[src/rtl/axis_bram_pkg.sv]
// Shared constants and FSM state type for the AXIS-to-BRAM write path.
package axis_bram_pkg;

    localparam int DATA_WIDTH     = 32;
    localparam int WORDS_PER_LINE = 36;
    localparam int LINE_WIDTH     = DATA_WIDTH * WORDS_PER_LINE;
    localparam int ADDR_WIDTH     = 12;
    localparam int CNT_WIDTH      = $clog2(WORDS_PER_LINE);

    localparam logic [CNT_WIDTH-1:0] LAST_IDX = CNT_WIDTH'(WORDS_PER_LINE - 1);

    typedef enum logic [1:0] {
        IDLE,
        FILL,
        WRITE,
        DONE
    } state_t;

endpackage

[src/rtl/line_shift_reg.sv]
// Wide line accumulator: each beat is loaded into its own slot, selected by index.
module line_shift_reg #(
    parameter int DATA_WIDTH = 32,
    parameter int WORDS      = 36,
    parameter int IDX_WIDTH  = $clog2(WORDS)
) (
    input  logic                        clk,
    input  logic                        rst,
    input  logic                        clear,
    input  logic                        load,
    input  logic [IDX_WIDTH-1:0]        idx,
    input  logic [DATA_WIDTH-1:0]       din,
    output logic [DATA_WIDTH*WORDS-1:0] line
);

    // Clear wins over load so a discarded partial line never leaks a late beat.
    always_ff @(posedge clk or posedge rst) begin
        if (rst) begin
            line <= '0;
        end else if (clear) begin
            line <= '0;
        end else if (load) begin
            line[idx*DATA_WIDTH +: DATA_WIDTH] <= din;
        end
    end

endmodule

[src/rtl/axis_bram_line_packer.sv]
// Packs 32-bit AXIS beats into 1152-bit lines and writes them to successive
// BRAM addresses inside a reloadable [start_addr, end_addr] window.
module axis_bram_line_packer
    import axis_bram_pkg::*;
(
    input  logic                    s00_axis_aclk,
    input  logic                    s00_axis_areset,
    input  logic                    reload,
    input  logic [ADDR_WIDTH-1:0]   start_addr,
    input  logic [ADDR_WIDTH-1:0]   end_addr,
    input  logic [DATA_WIDTH-1:0]   s00_axis_tdata,
    input  logic [DATA_WIDTH/8-1:0] s00_axis_tstrb,
    input  logic                    s00_axis_tvalid,
    input  logic                    s00_axis_tlast,
    output logic                    s00_axis_tready,
    output logic                    bram_en,
    output logic                    bram_wen,
    output logic [ADDR_WIDTH-1:0]   bram_addr,
    output logic [LINE_WIDTH-1:0]   bram_din,
    output logic                    done,
    output logic [ADDR_WIDTH:0]     lines_written
);

    state_t                state;
    state_t                next_state;
    logic [ADDR_WIDTH-1:0] cur_addr;
    logic [ADDR_WIDTH-1:0] end_q;
    logic [CNT_WIDTH-1:0]  word_cnt;
    logic                  last_seen;
    logic                  beat_ok;
    logic                  line_clear;
    logic [LINE_WIDTH-1:0] line_q;
    logic                  unused_tstrb;

    assign unused_tstrb = ^s00_axis_tstrb;
    assign beat_ok      = s00_axis_tvalid && s00_axis_tready;
    assign line_clear   = reload || (state == WRITE);
    assign bram_addr    = cur_addr;
    assign bram_din     = line_q;

    line_shift_reg #(
        .DATA_WIDTH(DATA_WIDTH),
        .WORDS     (WORDS_PER_LINE)
    ) u_line (
        .clk  (s00_axis_aclk),
        .rst  (s00_axis_areset),
        .clear(line_clear),
        .load (beat_ok),
        .idx  (word_cnt),
        .din  (s00_axis_tdata),
        .line (line_q)
    );

    always_ff @(posedge s00_axis_aclk or posedge s00_axis_areset) begin
        if (s00_axis_areset) begin
            state <= IDLE;
        end else begin
            state <= next_state;
        end
    end

    // reload overrides every state, including the single WRITE cycle.
    always_comb begin
        next_state = state;
        if (reload) begin
            next_state = FILL;
        end else begin
            case (state)
                FILL: begin
                    if (beat_ok && (word_cnt == LAST_IDX || s00_axis_tlast)) begin
                        next_state = WRITE;
                    end
                end
                WRITE: begin
                    if (last_seen || cur_addr == end_q) begin
                        next_state = DONE;
                    end else begin
                        next_state = FILL;
                    end
                end
                default: next_state = state;
            endcase
        end
    end

    always_comb begin
        s00_axis_tready = 1'b0;
        bram_en         = 1'b0;
        bram_wen        = 1'b0;
        done            = 1'b0;
        case (state)
            FILL:  s00_axis_tready = 1'b1;
            WRITE: begin
                bram_en  = 1'b1;
                bram_wen = 1'b1;
            end
            DONE:  done = 1'b1;
            default: ;
        endcase
    end

    // The address advances only after a write that leaves the window open; it
    // wraps naturally at 2^ADDR_WIDTH so end_addr < start_addr is legal.
    always_ff @(posedge s00_axis_aclk or posedge s00_axis_areset) begin
        if (s00_axis_areset) begin
            cur_addr      <= '0;
            end_q         <= '0;
            word_cnt      <= '0;
            last_seen     <= 1'b0;
            lines_written <= '0;
        end else if (reload) begin
            cur_addr      <= start_addr;
            end_q         <= end_addr;
            word_cnt      <= '0;
            last_seen     <= 1'b0;
            lines_written <= '0;
        end else begin
            case (state)
                FILL: begin
                    if (beat_ok) begin
                        word_cnt <= word_cnt + 1'b1;
                        if (s00_axis_tlast) begin
                            last_seen <= 1'b1;
                        end
                    end
                end
                WRITE: begin
                    lines_written <= lines_written + 1'b1;
                    word_cnt      <= '0;
                    last_seen     <= 1'b0;
                    if (!last_seen && cur_addr != end_q) begin
                        cur_addr <= cur_addr + 1'b1;
                    end
                end
                default: ;
            endcase
        end
    end

endmodule

[config.mk]
export PLATFORM = sky130hd
export DESIGN_NAME = axis_bram_line_packer
export DESIGN_NICKNAME = d
export VERILOG_FILES = /design/src/rtl/axis_bram_pkg.sv /design/src/rtl/line_shift_reg.sv /design/src/rtl/axis_bram_line_packer.sv
export SDC_FILE = /design/constraint.sdc
export NUM_CORES = 2
export LEC_CHECK = 0
export BUFFER_PORTS_ARGS = -buffer_cell sky130_fd_sc_hd__buf_2
export CORE_AREA = 2 2 482 484
export CTS_BUF_LIST = sky130_fd_sc_hd__clkbuf_8
export DETAILED_ROUTE_END_ITERATION = 8
export DIE_AREA = 0 0 484 486
export MAX_ROUTING_LAYER = met4
export PLACE_DENSITY = 0.46
export SLEW_MARGIN = 20
export SYNTH_ARGS = -nofsm -noshare
export SYNTH_HDL_FRONTEND = slang
export SYNTH_SLANG_ARGS = --single-unit
[constraint.sdc]
create_clock -name s00_axis_aclk -period 44.6 [get_ports s00_axis_aclk]
set_clock_uncertainty 0.2 [all_clocks]
set_input_delay 4.46 -clock s00_axis_aclk [delete_from_list [all_inputs] [get_ports s00_axis_aclk]]
set_output_delay 4.46 -clock s00_axis_aclk [all_outputs]
set_load 0.005 [all_outputs]
==> After elaboration in Yosys (flattened, before gate mapping) <==
Cells that the tools add are included.
{ "word_totals": {"word_cells": 59, "in_bits": 65, "ff_bits": 1198, "out_inout_bits": 1181} }
{ "op_classes": {"reduce_logical": 15, "add_sub_neg": 4, "eq_ne": 9, "shifts": 2, "muxes": 22} }
{ "ops": {"columns": ["cell", "count"], "rows": [
  ["$mux W1152", 2],
  ["$bwmux W1152", 1],
  ["$shift A32 B34 Y1152 const A", 1],
  ["$shiftx A32 B34 Y1152", 1],
  ["$mux W12", 3],
  ["$neg A11 Y34", 1],
  ["$mux W13", 2],
  ["$add A13 B1 Y13 const B", 1],
  ["$add A12 B1 Y12 const B", 1],
  ["$eq A12 B12 Y1", 1],
  ["$mux W6", 2],
  ["$ne A12 B12 Y1", 1],
  ["$pmux W6 S2", 1],
  ["$ne A3 B3 Y1 const B", 3],
  ["$add A6 B1 Y6 const B", 1],
  ["$eq A6 B6 Y1 const B", 1],
  ["$mux W1", 6],
  ["$mux W2", 3],
  ["$reduce_and A2 Y1", 3],
  ["$reduce_bool A2 Y1", 3],
  ["$eq A2 B2 Y1 const B", 2],
  ["$pmux W2 S2", 1],
  ["$logic_and A1 B1 Y1", 3],
  ["$logic_or A1 B1 Y1", 3],
  ["5 further kinds", 5]
]} }

==> Longest topological paths before layout <==
{ "depth": {"depth_word": 7, "mapped_depth": 14, "depth_no_buf": 8} }

==> By module <==
From an unflattened synthesis, not the netlist that was laid out.
{ "hier_totals": {"cells_unflattened": 3653, "area_unflattened_um2": 46504.6} }
{ "by_module_without_submodules": {"columns": ["mod", "cells_per_inst", "area_each_um2", "n_inst"], "rows": [
  ["line_shift_reg", 3416, 44089.8, 1],
  ["axis_bram_line_packer", 237, 2414.8, 1]
]} }

==> Least setup slack after synthesis <==
OpenSTA, ideal clock, no wires.
{ "synth_path": {"path_kind": "input to register", "startpoint": "in s00_axis_tvalid", "endpoint": "reg u_line.line[352]", "path_stages": 7, "path_buffers": 2, "path_slack_ns": 38.027, "t_arrival_ns": 6.305, "setup_ns": 0.068, "required_ns": 44.332, "cell_sequence": "nand3b_1 -> a211oi_1 -> clkbuf_1 -> a31oi_1 -> nor2_1 -> clkbuf_1 -> a32o_1"} }
{ "synth_via": {"elab_chain_len": 2} }
{ "synth_lines": {"columns": ["element", "line_no", "source"], "rows": [
  ["from (decl)", "axis_bram_line_packer.sv:13", "input logic s00_axis_tvalid,"],
  ["$logic_and A1 B1 Y1", "axis_bram_line_packer.sv:36", "assign beat_ok = s00_axis_tvalid && s00_axis_tready;"],
  ["$reduce_bool A2 Y1 (no source line)", null, null],
  ["to (signal, indexed assignment)", "line_shift_reg.sv:23", "line[idx*DATA_WIDTH +: DATA_WIDTH] <= din;"],
  ["to (decl)", "line_shift_reg.sv:13", "output logic [DATA_WIDTH*WORDS-1:0] line"]
]} }
No other way between the ends.
A chain may end at the register's enable or synchronous reset.

==> Worst setup path after layout <==
{ "layout_path": {"startpoint": "in reload", "endpoint": "reg u_line.line[1044]"} }
{ "layout_via": {"elab_chain_len": 2, "elab_cells_between_ends": 3, "cone_classes": "1 x mux; 2 x reduce/logical"} }
{ "layout_lines": {"columns": ["element", "line_no", "source"], "rows": [
  ["from (decl)", "axis_bram_line_packer.sv:8", "input logic reload,"],
  ["$logic_or A1 B1 Y1 *", "axis_bram_line_packer.sv:37", "assign line_clear = reload || (state == WRITE);"],
  ["$mux W1152 / $reduce_bool A2 Y1 (equally long branches)", null, null]
]} }
Mark *: on every way between the ends. The rest lies on a longest branch, timed or not.

==> metrics <==
Main synth FF type=dfrtp_1; Mapped Cells=between 4000 and 5000; FF-to-FF Start=word_cnt[0]; WHS Path Cells=2; Die Area=approximately 0.24 mm2; root buffer cell=clkbuf_8; yosys warns=0; drt initial violations=approximately 3800; share of cells above drive strength 1=around a third; slowest stage cell, crit path=nor3_4; # hold bufs at CTS=0; Worst Max-Slew Pin Slew=1.20 ns; Pre-antenna DRT Iters=7; syn avg cell area=11.0 um2; Num CTS Buffers=about 220; Clock Sinks=approximately 1200; TritonCTS clock tree=yes; Tcrit/Tclk final=a little under a fifth; HPWL Detailed=around 170000 um; Max clock buf depth=3; r2r setup slk=39.30 ns; FP Rows=about 180; CP cell instances=buf_2 > buf_4 > inv_1 > nand2_4 > buf_4 > a41oi_4 > nor3_4 > a22o_1; clock-pin slew on the worst setup and hold paths=0.06 ns; RSZ-0062 raised after global routing=no; Hold Crit Class=flop to flop; most frequent CP cell=buf_4; DIE WIDTH=~480 um; Critical Path RT=~45 ns; Worst setup EP type=flop; initial antenna violation count=35; PwrDens=38.0 mW/mm2; critical path startpoint category=primary input; Reg2Reg Depth=10; ys async rst share=100%; die height=486 um; Initial Util=21.0%; core area=about 0.23 mm2; family with the most delay on the worst path=simple AND/OR/NAND/NOR gates; vias in the first global route=around 42000; Cell variety after synth=64; status=finished, final reports clean; GRT Residual Overflow=0; number of buffers and inverters on the critical path=4; Worst EP arrival=between 8 and 9 ns; DR WL/cell=around 30 um; Area growth, synth to finish=30.3%; clk_lat worst skew=0.93 ns; antenna viol nets, final=0; Syn Nets=between 4000 and 5000; HP Start=u_line.line[580]; largest stage delay on the critical path=1.04 ns; Seq/Total Area, Yosys=62.3%; Critical Path Fanout Max=51; Setup-failing EPs final=0; Worst Hold Endpoint=u_line.line[580]; DRC=0; worst rel slew slack=approximately a fifth; nets@finish=5528; Fmax=0.123 GHz; post-CTS sizing=0; fin cells=around 8700; Pins Over Slew Limit=0; CTS H-tree lvls=4; P_leak=just over 30 nW; overall routing resource usage=22.4%; critical path type=primary input to flop; Peak VDD IR=between 0.02 and 0.025 mV; first-pass GRT wire length=approximately 360000 um; Setup Buffers After CTS=0; Placer Congestion=0.852; DRT Wirelength=~260000 um; vias per cell=between 4 and 5; Post-Syn Area=0.0481 mm2; setup TNS=0 ns; vias=approximately 43000; Yosys reg bits=approximately 1200; placed insts=slightly above 8000; pin count of the biggest net entering global routing=between 150 and 200; IO Pins=around 1200; Final min period=between 8 and 9 ns; number of synthesized flops with an enable pin=0; Final Hold Viols=0; I/O Buffers=around 1200; RR Endpoint=u_line.line[301]; # Max-Cap Violations=0
-- where the power goes --
part / switching (mW) / internal [mW]
Combinational: 0.165 / 0.0272
Sequential: 0.00528 / 1.09
Clock: 0.509 / 0.584
-- logic make-up after synthesis --
logic type      Yosys count  synth area share, %
simple gates           1274                 12.1
compound gates         1244                 19.1
flops                  1198                 62.3
buf+inv                 528                 4.22
mux                      79                 1.72
xor+xnor                 30                0.546
fa+ha+maj                 5                0.130
-- worst register-to-register path: cells and delay by family (launching register included) --
family	cells	cell delay (ns)
fa+ha+maj	1	0.35
simple gates	5	1.24
compound gates	2	1.19
buf+inv	2	1.38
flops	1	0.88
-- per-layer routing --
layer | part of all wire (%) | vias up | global-route usage (%)
li1 | - | 18100 | -
met1 | 41 | 21900 | 27.4
met2 | 47 | 2239 | 34.8
met3 | 8.5 | 417 | 6.17
met4 | 4.1 | 0 | 9.13
met5 | 0 | - | -
-- through the flow --
step / cell area, um2 / hold slack, ns / setup WS (ns) / util, % / power (mW)
floorplan: 48100 / 0.267 / 6.19 / - / 1.20
CTS: 62600 / 0.270 / 36.56 / 27.3 / 2.42
finish: 62700 / 0.268 / 36.46 / 27.3 / 2.38
detailed placement: 58100 / 0.256 / 35.47 / 25.3 / 1.31
global placement: 58100 / 0.253 / 35.47 / 25.3 / 1.31
global route: 62700 / 0.289 / 36.21 / 27.3 / 2.48
-- sequential cells by signal, summed over array words and instances (netlist names) --
register	cells
u_line.line	1152
lines_written	13
bram_addr	12
end_q	12
word_cnt	6
state	2
last_seen	1
-- cell usage in the layout (no fill, tap or decap), types with 129 or more instances in the layout --
cell type	Yosys	final
dfrtp_1	1198	1198
buf_2	28	1224
clkbuf_8	0	271
a32o_1	129	129
nand3_1	318	314
a22o_1	302	302
nand2_1	691	684
o31ai_1	167	167
buf_4	2	151
o21ai_0	273	262
-- Yosys cell counts (34+ instances only) --
cell type | count | area [um2]
clkbuf_1 | 443 | 1660
nand2_1 | 691 | 2590
a22o_1 | 302 | 2650
or4_1 | 38 | 285
o21ai_0 | 273 | 1370
o31ai_1 | 167 | 1250
nand3_1 | 318 | 1590
mux2i_1 | 51 | 510
or3_1 | 34 | 213
o41ai_1 | 111 | 972
a21oi_1 | 126 | 631
nor2_1 | 71 | 267
dfrtp_1 | 1198 | 30000
o211ai_1 | 67 | 503
a32o_1 | 129 | 1290
-- area by class of cell --
class	instances	area [um2]
inverter	27	109
sequential	1198	30000
fill	24300	167000
antenna	13	32.5
clock inverter	117	782
timing repair buffer	1382	7420
tap	3026	3790
clock buffer	271	3730
multi-input combinational	2632	16900
-- worst max-delay path by stage --
stage / startpoint / to / slack [ns] / cells after the start
floorplan: s00_axis_areset / bram_addr[0] / 6.19 / 1
global placement: reload / u_line.line[1022] / 35.47 / 9
detailed placement: reload / u_line.line[934] / 35.47 / 9
CTS: reload / u_line.line[934] / 36.56 / 9
global route: reload / u_line.line[934] / 36.21 / 9
finish: reload / u_line.line[1044] / 36.46 / 8
No activity file was read; power rests on OpenSTA's default activity.
